===== src/rtl/pc_gen_pkg.sv =====
// Shared configuration and state encodings for the fetch-stage PC generator.
`ifndef DATA_WIDTH
`define DATA_WIDTH 32
`endif

package pc_gen_pkg;

    localparam int unsigned DEFAULT_ADDR_W       = `DATA_WIDTH;
    localparam int unsigned DEFAULT_RESET_VECTOR = 0;
    localparam int unsigned DEFAULT_INSN_BYTES   = 4;
    localparam int unsigned DEFAULT_NUM_REDIR    = 2;

    typedef enum logic [1:0] {
        BOOT = 2'd0,
        RUN  = 2'd1,
        PEND = 2'd2
    } pc_state_e;

endpackage


===== src/rtl/pc_gen_if.sv =====
// Stall/redirect requests into the PC generator and the fetch address it produces.
interface pc_gen_if
    import pc_gen_pkg::*;
#(
    parameter int unsigned ADDR_W    = DEFAULT_ADDR_W,
    parameter int unsigned NUM_REDIR = DEFAULT_NUM_REDIR
);
    logic                          stall;
    logic [NUM_REDIR-1:0]          redir_valid;
    logic [NUM_REDIR*ADDR_W-1:0]   redir_addr;
    logic [ADDR_W-1:0]             PC;
    logic                          pc_valid;
    logic [ADDR_W-1:0]             npc;
    logic                          redir_pending;

    modport master (
        output stall, redir_valid, redir_addr,
        input  PC, pc_valid, npc, redir_pending
    );

    modport slave (
        input  stall, redir_valid, redir_addr,
        output PC, pc_valid, npc, redir_pending
    );
endinterface


===== src/rtl/pc_gen_redir_arbiter.sv =====
// Fixed-priority redirect select: lowest valid channel wins, target aligned to INSN_BYTES.
module redir_arbiter
    import pc_gen_pkg::*;
#(
    parameter int unsigned ADDR_W     = DEFAULT_ADDR_W,
    parameter int unsigned INSN_BYTES = DEFAULT_INSN_BYTES,
    parameter int unsigned NUM_REDIR  = DEFAULT_NUM_REDIR
) (
    input  logic [NUM_REDIR-1:0]        valid_i,
    input  logic [NUM_REDIR*ADDR_W-1:0] addr_i,
    output logic                        any_valid_o,
    output logic [ADDR_W-1:0]           target_o
);
    localparam logic [ADDR_W-1:0] ALIGN_MASK = ADDR_W'(INSN_BYTES - 1);

    logic [ADDR_W-1:0] sel_addr;

    // Scan from the top so the lowest set index is the last one written.
    always_comb begin
        any_valid_o = 1'b0;
        sel_addr    = '0;
        for (int i = NUM_REDIR - 1; i >= 0; i--) begin
            if (valid_i[i]) begin
                any_valid_o = 1'b1;
                sel_addr    = addr_i[i*ADDR_W +: ADDR_W];
            end
        end
        target_o = sel_addr & ~ALIGN_MASK;
    end
endmodule


===== src/rtl/pc_gen.sv =====
// Fetch-stage program counter with prioritised redirects and a stall-time redirect buffer.
module pc_gen
    import pc_gen_pkg::*;
#(
    parameter int unsigned       ADDR_W       = DEFAULT_ADDR_W,
    parameter logic [ADDR_W-1:0] RESET_VECTOR = ADDR_W'(DEFAULT_RESET_VECTOR),
    parameter int unsigned       INSN_BYTES   = DEFAULT_INSN_BYTES,
    parameter int unsigned       NUM_REDIR    = DEFAULT_NUM_REDIR
) (
    input  logic     CLK,
    input  logic     RST_N,
    pc_gen_if.slave  bus
);
    localparam logic [ADDR_W-1:0] PC_INC = ADDR_W'(INSN_BYTES);

    pc_state_e         state_q, state_d;
    logic [ADDR_W-1:0] pc_q, pc_d;
    logic [ADDR_W-1:0] pend_q, pend_d;
    logic              pc_valid_q, pc_valid_d;
    logic              any_valid;
    logic [ADDR_W-1:0] target;

    redir_arbiter #(
        .ADDR_W     (ADDR_W),
        .INSN_BYTES (INSN_BYTES),
        .NUM_REDIR  (NUM_REDIR)
    ) u_arb (
        .valid_i     (bus.redir_valid),
        .addr_i      (bus.redir_addr),
        .any_valid_o (any_valid),
        .target_o    (target)
    );

    // Next-state and next-PC selection.
    always_comb begin
        state_d    = state_q;
        pc_d       = pc_q;
        pend_d     = pend_q;
        pc_valid_d = pc_valid_q;
        unique case (state_q)
            BOOT: begin
                pc_d       = any_valid ? target : RESET_VECTOR;
                pc_valid_d = 1'b1;
                state_d    = RUN;
            end
            RUN: begin
                if (!bus.stall) begin
                    pc_d = any_valid ? target : pc_q + PC_INC;
                end else if (any_valid) begin
                    pend_d  = target;
                    state_d = PEND;
                end
            end
            PEND: begin
                if (bus.stall) begin
                    if (any_valid) pend_d = target;
                end else begin
                    pc_d    = any_valid ? target : pend_q;
                    state_d = RUN;
                end
            end
            default: state_d = BOOT;
        endcase
    end

    always_ff @(posedge CLK or negedge RST_N) begin
        if (!RST_N) begin
            state_q    <= BOOT;
            pc_q       <= RESET_VECTOR;
            pend_q     <= '0;
            pc_valid_q <= 1'b0;
        end else begin
            state_q    <= state_d;
            pc_q       <= pc_d;
            pend_q     <= pend_d;
            pc_valid_q <= pc_valid_d;
        end
    end

    assign bus.PC            = pc_q;
    assign bus.pc_valid      = pc_valid_q;
    assign bus.npc           = pc_q + PC_INC;
    assign bus.redir_pending = (state_q == PEND);
endmodule

===== src/flat_wrapper.sv =====
// flat-port wrapper written by rule: the top's interface ports become plain ports
module pc_gen_flat import pc_gen_pkg::*;
#(
    parameter int unsigned       ADDR_W       = DEFAULT_ADDR_W,
    parameter logic [ADDR_W-1:0] RESET_VECTOR = ADDR_W'(DEFAULT_RESET_VECTOR),
    parameter int unsigned       INSN_BYTES   = DEFAULT_INSN_BYTES,
    parameter int unsigned       NUM_REDIR    = DEFAULT_NUM_REDIR
)
  (CLK, RST_N, bus_stall, bus_redir_valid, bus_redir_addr, bus_PC, bus_pc_valid, bus_npc, bus_redir_pending);
  pc_gen_if #(.ADDR_W(ADDR_W), .NUM_REDIR(NUM_REDIR)) bus_i ();
  input  logic CLK;
  input  logic RST_N;
  input wire logic [$bits(bus_i.stall)-1:0] bus_stall;
  input wire logic [$bits(bus_i.redir_valid)-1:0] bus_redir_valid;
  input wire logic [$bits(bus_i.redir_addr)-1:0] bus_redir_addr;
  output wire logic [$bits(bus_i.PC)-1:0] bus_PC;
  output wire logic [$bits(bus_i.pc_valid)-1:0] bus_pc_valid;
  output wire logic [$bits(bus_i.npc)-1:0] bus_npc;
  output wire logic [$bits(bus_i.redir_pending)-1:0] bus_redir_pending;
  assign bus_i.stall = bus_stall;
  assign bus_i.redir_valid = bus_redir_valid;
  assign bus_i.redir_addr = bus_redir_addr;
  assign bus_PC = bus_i.PC;
  assign bus_pc_valid = bus_i.pc_valid;
  assign bus_npc = bus_i.npc;
  assign bus_redir_pending = bus_i.redir_pending;
  pc_gen #(.ADDR_W(ADDR_W), .RESET_VECTOR(RESET_VECTOR), .INSN_BYTES(INSN_BYTES), .NUM_REDIR(NUM_REDIR)) u_core (.CLK(CLK), .RST_N(RST_N), .bus(bus_i));
endmodule

===== config.mk =====
export PLATFORM = sky130hd
export DESIGN_NAME = pc_gen_flat
export DESIGN_NICKNAME = d
export VERILOG_FILES = /design/src/rtl/pc_gen_pkg.sv /design/src/rtl/pc_gen_if.sv /design/src/rtl/pc_gen_redir_arbiter.sv /design/src/rtl/pc_gen.sv /design/src/flat_wrapper.sv
export SDC_FILE = /design/constraint.sdc
export NUM_CORES = 1
export LEC_CHECK = 0
export ABC_AREA = 0
export CELL_PAD_IN_SITES_DETAIL_PLACEMENT = 2
export CELL_PAD_IN_SITES_GLOBAL_PLACEMENT = 2
export CORE_MARGIN = 8
export CORE_UTILIZATION = 29
export DETAILED_ROUTE_END_ITERATION = 10
export PLACE_DENSITY_LB_ADDON = 0.05
export SLEW_MARGIN = 10
export SYNTH_ARGS = -nofsm -noshare
export SYNTH_HDL_FRONTEND = slang
export SYNTH_HIERARCHICAL = 1
export SYNTH_SLANG_ARGS = --single-unit

===== constraint.sdc =====
create_clock -name CLK -period 2.4 [get_ports CLK]
set_input_delay 0.48 -clock CLK [delete_from_list [all_inputs] [get_ports CLK]]
set_output_delay 0.48 -clock CLK [all_outputs]
set_load 0.02 [all_outputs]

== Word level (Yosys, flattened, before mapping) ==
Index checks and enable logic that the tools add are counted.

* Equal/unequal tests: 6
* Multiplexer cells: 14
* Add/subtract/negate cells: 1
* Reductions and logical operators: 6

{| class="wikitable"
|+ Operators by type and width
! cell !! count
|-
| $mux W32 || 7
|-
| $pmux W32 S3 || 1
|-
| $add A32 B3 Y32 const B || 1
|-
| $mux W2 || 3
|-
| $ne A2 B2 Y1 const B || 3
|-
| $pmux W2 S3 || 1
|-
| $reduce_and A3 Y1 || 2
|-
| $reduce_bool A3 Y1 || 1
|-
| $eq A2 B1 Y1 const B || 1
|-
| $eq A2 B2 Y1 const B || 1
|-
| $logic_not A2 Y1 || 1
|-
| $mux W1 || 2
|-
| $ne A2 B1 Y1 const B || 1
|-
| $reduce_and A2 Y1 || 1
|-
| $reduce_or A2 Y1 || 1
|}

* Bits of input ports: 69
* Logic and storage cells: 31
* Output and inout port bits: 66
* Register bits after elaboration: 67

== Depth between registers and ports, before layout ==
Gate-level depths: netlist of the first run.

* Depth after elaboration: 5
* Depth in mapped cells: 10

== By module ==
Netlist of the first run, hierarchy kept.

{| class="wikitable"
|+ Modules (own cells, without submodules)
! module !! instances !! cells an instance !! area each (um^2) !! sequential area each (um^2)
|-
| pc_gen || 1 || 405 || 4072.7 || 1676.6
|-
| redir_arbiter || 1 || 46 || 376.6 || 0.0
|}

== Least setup slack after synthesis of the first run ==
Ideal clock, no wire load.

* Kind: register to output
* Start point: reg u_core.pc_q[4], in the netlist u_core/bus.PC[4]
* End point: out bus_npc[17]
* Path slack: 0.000 ns
* Data required time: 1.920 ns
* Arrival: 1.920 ns
* Cell stages (with the launch flop): 6
* Path buffers: 1
* Cells stage by stage: dfrtp_1 -> clkbuf_2 -> nand3_1 -> or2_2 -> nor4_2 -> xor2_1

* Cells in the longest elaborated chain, start to end: 1

{| class="wikitable"
|+ RTL lines
! element !! RTL line !! RTL
|-
| start: declaration || pc_gen.sv:17 || <nowiki>logic [ADDR_W-1:0] pc_q, pc_d;</nowiki>
|-
| start signal: assignment || pc_gen.sv:74 || <nowiki>pc_q <= pc_d;</nowiki>
|-
| $add A32 B3 Y32 || pc_gen.sv:82 || <nowiki>assign bus.npc = pc_q + PC_INC;</nowiki>
|-
| end: declaration || flat_wrapper.sv:18 || <nowiki>output wire logic [$bits(bus_i.npc)-1:0] bus_npc;</nowiki>
|}

Every way passes these cells.

== Worst setup path in the final report of the first run ==
* Start point: reg u_core.pc_q[4], in the netlist u_core/bus.PC[4]
* End point: out bus_npc[19]

The elaborated chain is that of the path after synthesis.

==> results.cfg, run 1 <==
[worst_setup_path]
crit_fanout = 8
start_kind = register
slowest_delay_ns = 0.44
crit_family = simple AND/OR/NAND/NOR gates
cp_slowest_cell = dfrtp_1
required_ns = 1.92
criticalPathCategory = register to output pin
crit_buf_inv = 3
cp-end-kind = output pin
worstPathCellList = nand3_4 > buf_6 > nor4_4 > buf_12 > and3_4 > xor2_2 > buf_6
critical_path.most_common_cell = buf_6
cp_data_arrival_time_ns = 2.05

[yosys]
synth_edf_count = 0
synth-seq-cells = 67
synthFlopType = dfrtp_1
seq_area_frac_synth_pct = 37.7
ys_types = 62
yosys_warnings = 6
syn_area_per_cell_sq_um = 9.87
async_flop_share_pct = 100
synthCells = 451
syn-cell-area_sq_mm = 0.00445

[timing]
fin_crit_sh_pct = 106
slew_headroom_pct = 46.2
setup-violations-final = 17
post-route-min-period_ns = 2.53
tightest_slew_ns = 0.807
hold_viol = 0
setup_slack_ns = -0.133
slew_viol_final = 0
tns_ns = -1.31
fin_skew_ns = 0.00889
rsz0062_at_grt = yes
fmax_mhz = 395

[run_status]
status = complete, but fails checks
violations = negative setup slack

[cts]
cts_tree = built
cts_buffers = 9
root_buffer = clkbuf_16
cts_buffer_depth = 2
clk_latency_ns = 0.34
htreeDepth = 3
clk_pin_slew_ns = 0.06
cts.sinks = 67

[final_layout]
post_route_cells_drive_above_1_share_pct = 38.1
final_nets = 760
syn2layout_area_growth_pct = 67.7
insertedDiodeCount = 0
postLayoutCoreUtil_pct = 49.4

[drt]
drt-initial-drc-count = 215
firstDrtPassIters = 5
ant_nets = 0
drc = 0
highest_layer = met4
drt_wl_total_um = 21200
via_per_inst = 5.49
drt-met1-wl_um = 9000
wl_per_cell_um = 24.1
num_vias = 4823
dr_wl_met2_um = 10900
route.met3.wl_um = 1060

[global_route]
gr-total-overflow = 0
grt_max_degree = 68
grt_pass1_wl_um = 31500
grt_pass1_vias = 5607
antenna_found_initial = 0
grt_use_total_pct = 20.4

[floorplanning]
die_area_sq_mm = 0.0196
die_y_um = 140
dieWidth_um = 140
io_pins = 135
start_util_pct = 29.5
rows = 45
core-area_sq_mm = 0.0151

[power]
p_leak_nw = 3.40
vdd_drop_max_mv = 0.764
powerDensity_mw_per_mm2 = 1220

[placed_design]
io_buffer_count = 130
pre_cts_ws_ns = -0.243
gp_congestion = 0.785
dp_hpwl_um = 13900

[worst_hold_path]
min_path_type = input pin to async pin

[run]
cap_violations = 0
-- area by class of cell --
cell class                 count  area [sq um]
fill                        1583          7630
multi-input combinational    338          2830
timing repair buffer         265          2400
sequential                    67          1680
clock buffer                  15           288
tap                          188           235
inverter                       5          18.8
clock inverter                 1          5.00
-- kinds of logic (layout without fill, tap and decap cells) --
kind of cell / after synthesis / after routing / synth area share, %
flip-flops: 67 / 67 / 37.7
other: 1 / 2 / 0.0843
XOR/XNOR: 28 / 28 / 5.51
buffers and inverters: 47 / 286 / 5.40
adder cells (fa/ha/maj): 5 / 5 / 1.41
multiplexers: 38 / 38 / 9.45
AO/OA/AOI/OAI: 148 / 148 / 25.5
AND/OR/NAND/NOR: 117 / 117 / 15.0
-- registers in the layout (all words and copies together), names as in the netlist --
name / cells
u_core/bus.PC: 32
u_core/bus.pc_valid: 1
u_core/pend_q: 32
u_core/state_q: 2
-- synthesized netlist by cell type, types with 4 or more instances --
master	instances	share of area (%)
mux2_2	32	8.1
o31ai_1	5	0.84
a221oi_1	8	1.6
nand3_1	13	1.5
nor3_1	4	0.45
and2_1	4	0.56
a21oi_1	11	1.2
mux2i_1	6	1.3
nor2_1	36	3.0
xnor2_1	15	3.0
buf_4	4	0.67
nand2_1	25	2.1
o21ai_1	4	0.45
dfrtp_1	67	38
buf_2	8	0.90
xor2_1	13	2.6
a222oi_1	6	1.3
nand4_1	8	1.1
ha_1	5	1.4
a221o_1	6	1.3
and3_1	5	0.70
o2bb2ai_1	8	1.6
clkbuf_1	22	1.9
a22oi_1	8	1.3
inv_1	5	0.42
a22o_1	48	9.4
o21ai_0	25	2.8
-- where the power goes --
part | leakage (nW) | switching (W) | internal, W | total [W]
registers | 0.837 | 0.000392 | 0.00163 | 0.00202
clock network | 0.146 | 0.000534 | 0.000813 | 0.00135
logic | 2.42 | 0.00307 | 0.00264 | 0.00571
-- repair_timing --
item / CTS / global route
buffers inserted: 10 / 17
pin swaps: 13 / 20
hold endpoints to repair: 0 / 0
hold buffers: 0 / 0
resized for setup: 151 / 56
setup endpoints to repair: 27 / 35
-- layout by cell type, fill, tap and decap left out, types with 7 or more instances in the layout --
master / count
buf_4: 129
clkdlybuf4s50_1: 101
dfrtp_1: 65
a22o_1: 48
nor2_1: 33
mux2_2: 32
o21ai_0: 25
nand2_1: 22
buf_6: 19
a21oi_1: 11
clkbuf_16: 9
xnor2_1: 9
xor2_1: 9
nand4_1: 8
a22oi_1: 8
o2bb2ai_1: 8
buf_12: 8
nand3_1: 7
a221oi_1: 7
-- metrics by stage --
stage | area [sq um] | instances | hold slack (ns) | total power, W
floorplan | 4460 | 452 | 0.184 | 0.00471
global placement | 6700 | 836 | 0.456 | 0.00708
detailed placement | 6700 | 836 | 0.460 | 0.00731
CTS | 7160 | 862 | 0.185 | 0.00872
global route | 7460 | 879 | 0.185 | 0.00956
finish | 7460 | 879 | 0.159 | 0.00908
-- worst paths after layout --
| kind | startpoint | cells past startpoint | to | slack [ns] |
|---|---|---|---|---|
| min in group CLK | u_core/bus.pc_valid$_DFFE_PN0P_ | 1 | u_core/bus.pc_valid$_DFFE_PN0P_ | 0.47 |
| worst min-delay path | RST_N | 2 | u_core/bus.PC[27]$_DFFE_PN0P_ | 0.16 |
| max in group asynchronous | RST_N | 2 | u_core/bus.PC[7]$_DFFE_PN0P_ | 1.89 |
| worst max register to register | u_core/state_q[1]$_DFFE_PN0P_ | 9 | u_core/bus.PC[8]$_DFFE_PN0P_ | 0.08 |
| worst min register to register | u_core/bus.pc_valid$_DFFE_PN0P_ | 1 | u_core/bus.pc_valid$_DFFE_PN0P_ | 0.47 |
| worst max-delay path | u_core/bus.PC[4]$_DFFE_PN0P_ | 7 | bus_npc[19] | -0.13 |
-- layer usage --
layer / vias up / GRT usage, %
li1: 2177 / -
met1: 2496 / 23.8
met2: 130 / 36.1
met3: 20 / 5.13
met4: 0 / 6.17
met5: - / 0
(Power assumes the default switching activity.)
==> run 2, diff against run 1 <==
Settings changed: CELL_PAD_IN_SITES_DETAIL_PLACEMENT 2 to 1, CORE_UTILIZATION 29 to 27, SYNTH_HIERARCHICAL 1 to not set.
==> run 2 against run 1 <==
The run still ends with negative setup slack left. Worst hold slack lost 0.023 ns. Core utilization is 3.4 points lower. Area after synthesis fell by 2.0%. Via count is 2.6% higher. Clock skew shrank 0.0025 ns. Die area increased by 4.7%. Critical path type unchanged.
==> results.cfg, run 2 <==
[run_status]
status = complete, but fails checks
violations = negative setup slack

[cts]
cts_buffers = 9
clk_latency_ns = 0.34
htreeDepth = 3
cts.sinks = 67
clk_pin_slew_ns = 0.06
cts_tree = built
root_buffer = clkbuf_16
cts_hold_buf = 0
cts_buffer_depth = 2

[timing]
rsz0062_at_grt = yes
fmax_mhz = 384
fin_skew_ns = 0.00641
setup_slack_ns = -0.203
hold_viol = 0
slew_viol_final = 0
fin_crit_sh_pct = 108
post-route-min-period_ns = 2.60
setup-violations-final = 12
tightest_slew_ns = 0.593
slew_headroom_pct = 60.5

[floorplanning]
io_pins = 135
rows = 46
dieWidth_um = 143
die_y_um = 143
start_util_pct = 27.5
core-area_sq_mm = 0.0158
die_area_sq_mm = 0.0205

[yosys]
yosys_warnings = 0
synth-seq-cells = 67
synthCells = 517
synthTopCellsByArea = dfrtp_1 38%, a22oi_1 8.8%, o21ai_0 7.6%
synth_top_area_share_pct = 38.5
synthFlopType = dfrtp_1
syn_area_per_cell_sq_um = 8.43
synth_edf_count = 0
synth_common_cells = 67 x dfrtp_1, 66 x o21ai_0, 62 x nand2_1, 51 x a22oi_1, 31 x clkbuf_1
syn-cell-area_sq_mm = 0.00436
seq_area_frac_synth_pct = 38.5
syn_nets = 591
yosys.cell_count.top_type = dfrtp_1
async_flop_share_pct = 100
yosys.area.top_type = dfrtp_1
ys_types = 55

[worst_setup_path]
crit_family = simple AND/OR/NAND/NOR gates
criticalPathCategory = register to output pin
start_kind = register
worstPathCellList = nand4_4 > or4_4 > nor4_4 > buf_6 > nand3_4 > xnor2_4 > buf_6
crit_buf_inv = 2
cp-end-kind = output pin
cp_slowest_cell = or4_4
cp_data_arrival_time_ns = 2.12
required_ns = 1.92
critical_path.most_common_cell = buf_6
timing.rr.start = u_core.state_q[1]$_DFFE_PN0P_
r2r_end = u_core.bus.PC[23]$_DFFE_PN0P_
rrSetupSlack_ns = 0.24
r2r_cells = 7
slowest_delay_ns = 0.55
crit_fanout = 3

[global_route]
grt_pass1_wl_um = 31300
grt_max_degree = 35
grtUsageMet1_pct = 24.6
gr-total-overflow = 0
grt_use_total_pct = 19.9
antenna_found_initial = 0
grt_pass1_vias = 5603
busiest_layer = met2
met3_usage_pct = 4.17
grtUsageMet2_pct = 34.1

[drt]
num_vias = 4950
drt-initial-drc-count = 180
drc = 0
firstDrtPassIters = 4
via_per_inst = 5.18
wl_per_cell_um = 21.0
ant_nets = 0
drt_wl_total_um = 20100

[final_layout]
layout_commonest_cell = buf_4
insertedDiodeCount = 0
syn2layout_area_growth_pct = 66.9
postLayoutCoreUtil_pct = 46.0
finalInstanceArea_sq_mm = 0.00728
layout_common_cells = 119 x buf_4, 100 x clkdlybuf4s50_1, 66 x o21ai_0, 59 x nand2_1, 57 x dfrtp_1
final_nets = 808
post_route_cells_drive_above_1_share_pct = 30.0

[power]
vdd_drop_max_mv = 0.443
p_leak_nw = 3.08
finalPower_w = 0.00865
powerDensity_mw_per_mm2 = 1190

[placed_design]
pre_cts_ws_ns = -0.440
dp_hpwl_um = 15500
gp_congestion = 0.856
io_buffer_count = 130
place_area_sq_mm = 0.00665

[run]
cap_violations = 0

[worst_hold_path]
min_path_type = input pin to async pin
==> run 2: cell count changes after synthesis, sizes merged, moves of 11 or more <==
cell	previous run	this run
a22o	48	2
a22oi	8	51
nand2	26	62
o21ai	30	66
mux2	32	0
a31oi	1	12
buf	19	8
==> run 2: kinds of logic (layout without fill, tap and decap cells) <==
logic type	count (synthesis)	count (layout)	share of synthesized area [%]
flops	67	67	38.5
compound gates	190	190	28.5
mux	1	1	0.230
buf+inv	47	269	4.30
xor+xnor	28	28	5.62
simple gates	179	179	21.5
fa+ha+maj	5	5	1.43
==> run 2: power breakdown <==
part	switching, W	internal (W)	total, W	leakage [nW]
sequential	0.000387	0.00163	0.00201	0.826
combinational	0.00294	0.00227	0.00521	2.10
clock	0.000536	0.000886	0.00142	0.155
==> run 2: metal layers <==
metal,vias to the layer above,share of wire [%]
li1,2355,-
met1,2470,44
met2,108,49
met3,17,4.9
met4,0,1.6
met5,-,0
==> run 2: repair_timing <==
action,CTS,global route
buffers inserted,6,8
setup endpoints to repair,28,24
pin swaps,18,16
gates resized for setup,145,33
==> run 2: final cells by class <==
class	count	area, sq um
fillers	1812	8550
multi-input cells	403	2790
repair buffers	246	2190
flip-flops and latches	67	1690
well taps	216	270
clock buffers	12	267
clock inverters	4	47.5
inverters	7	26.3
==> run 2: worst max-delay path by stage <==
stage | cells after the start | endpoint | start | slack [ns]
2_1_floorplan | 6 | bus_npc[31] | u_core.bus.PC[4]$_DFFE_PN0P_ | -0.008
3_3_place_gp | 7 | bus_npc[25] | u_core.bus.PC[6]$_DFFE_PN0P_ | -0.39
3_5_place_dp | 7 | bus_npc[25] | u_core.bus.PC[5]$_DFFE_PN0P_ | -0.44
4_1_cts | 7 | bus_npc[31] | u_core.bus.PC[6]$_DFFE_PN0P_ | -0.33
5_1_grt | 7 | bus_npc[31] | u_core.bus.PC[7]$_DFFE_PN0P_ | -0.26
6_report | 7 | bus_npc[31] | u_core.bus.PC[7]$_DFFE_PN0P_ | -0.20
==> run 2: metrics by stage <==
step                setup TNS, ns  std cells  hold slack (ns)
floorplan                -0.00833        517            0.184
global placement            -4.19        926            0.454
detailed placement          -4.89        926            0.460
CTS                         -2.30        948            0.138
global route                -2.36        955            0.157
finish                      -1.16        955            0.136
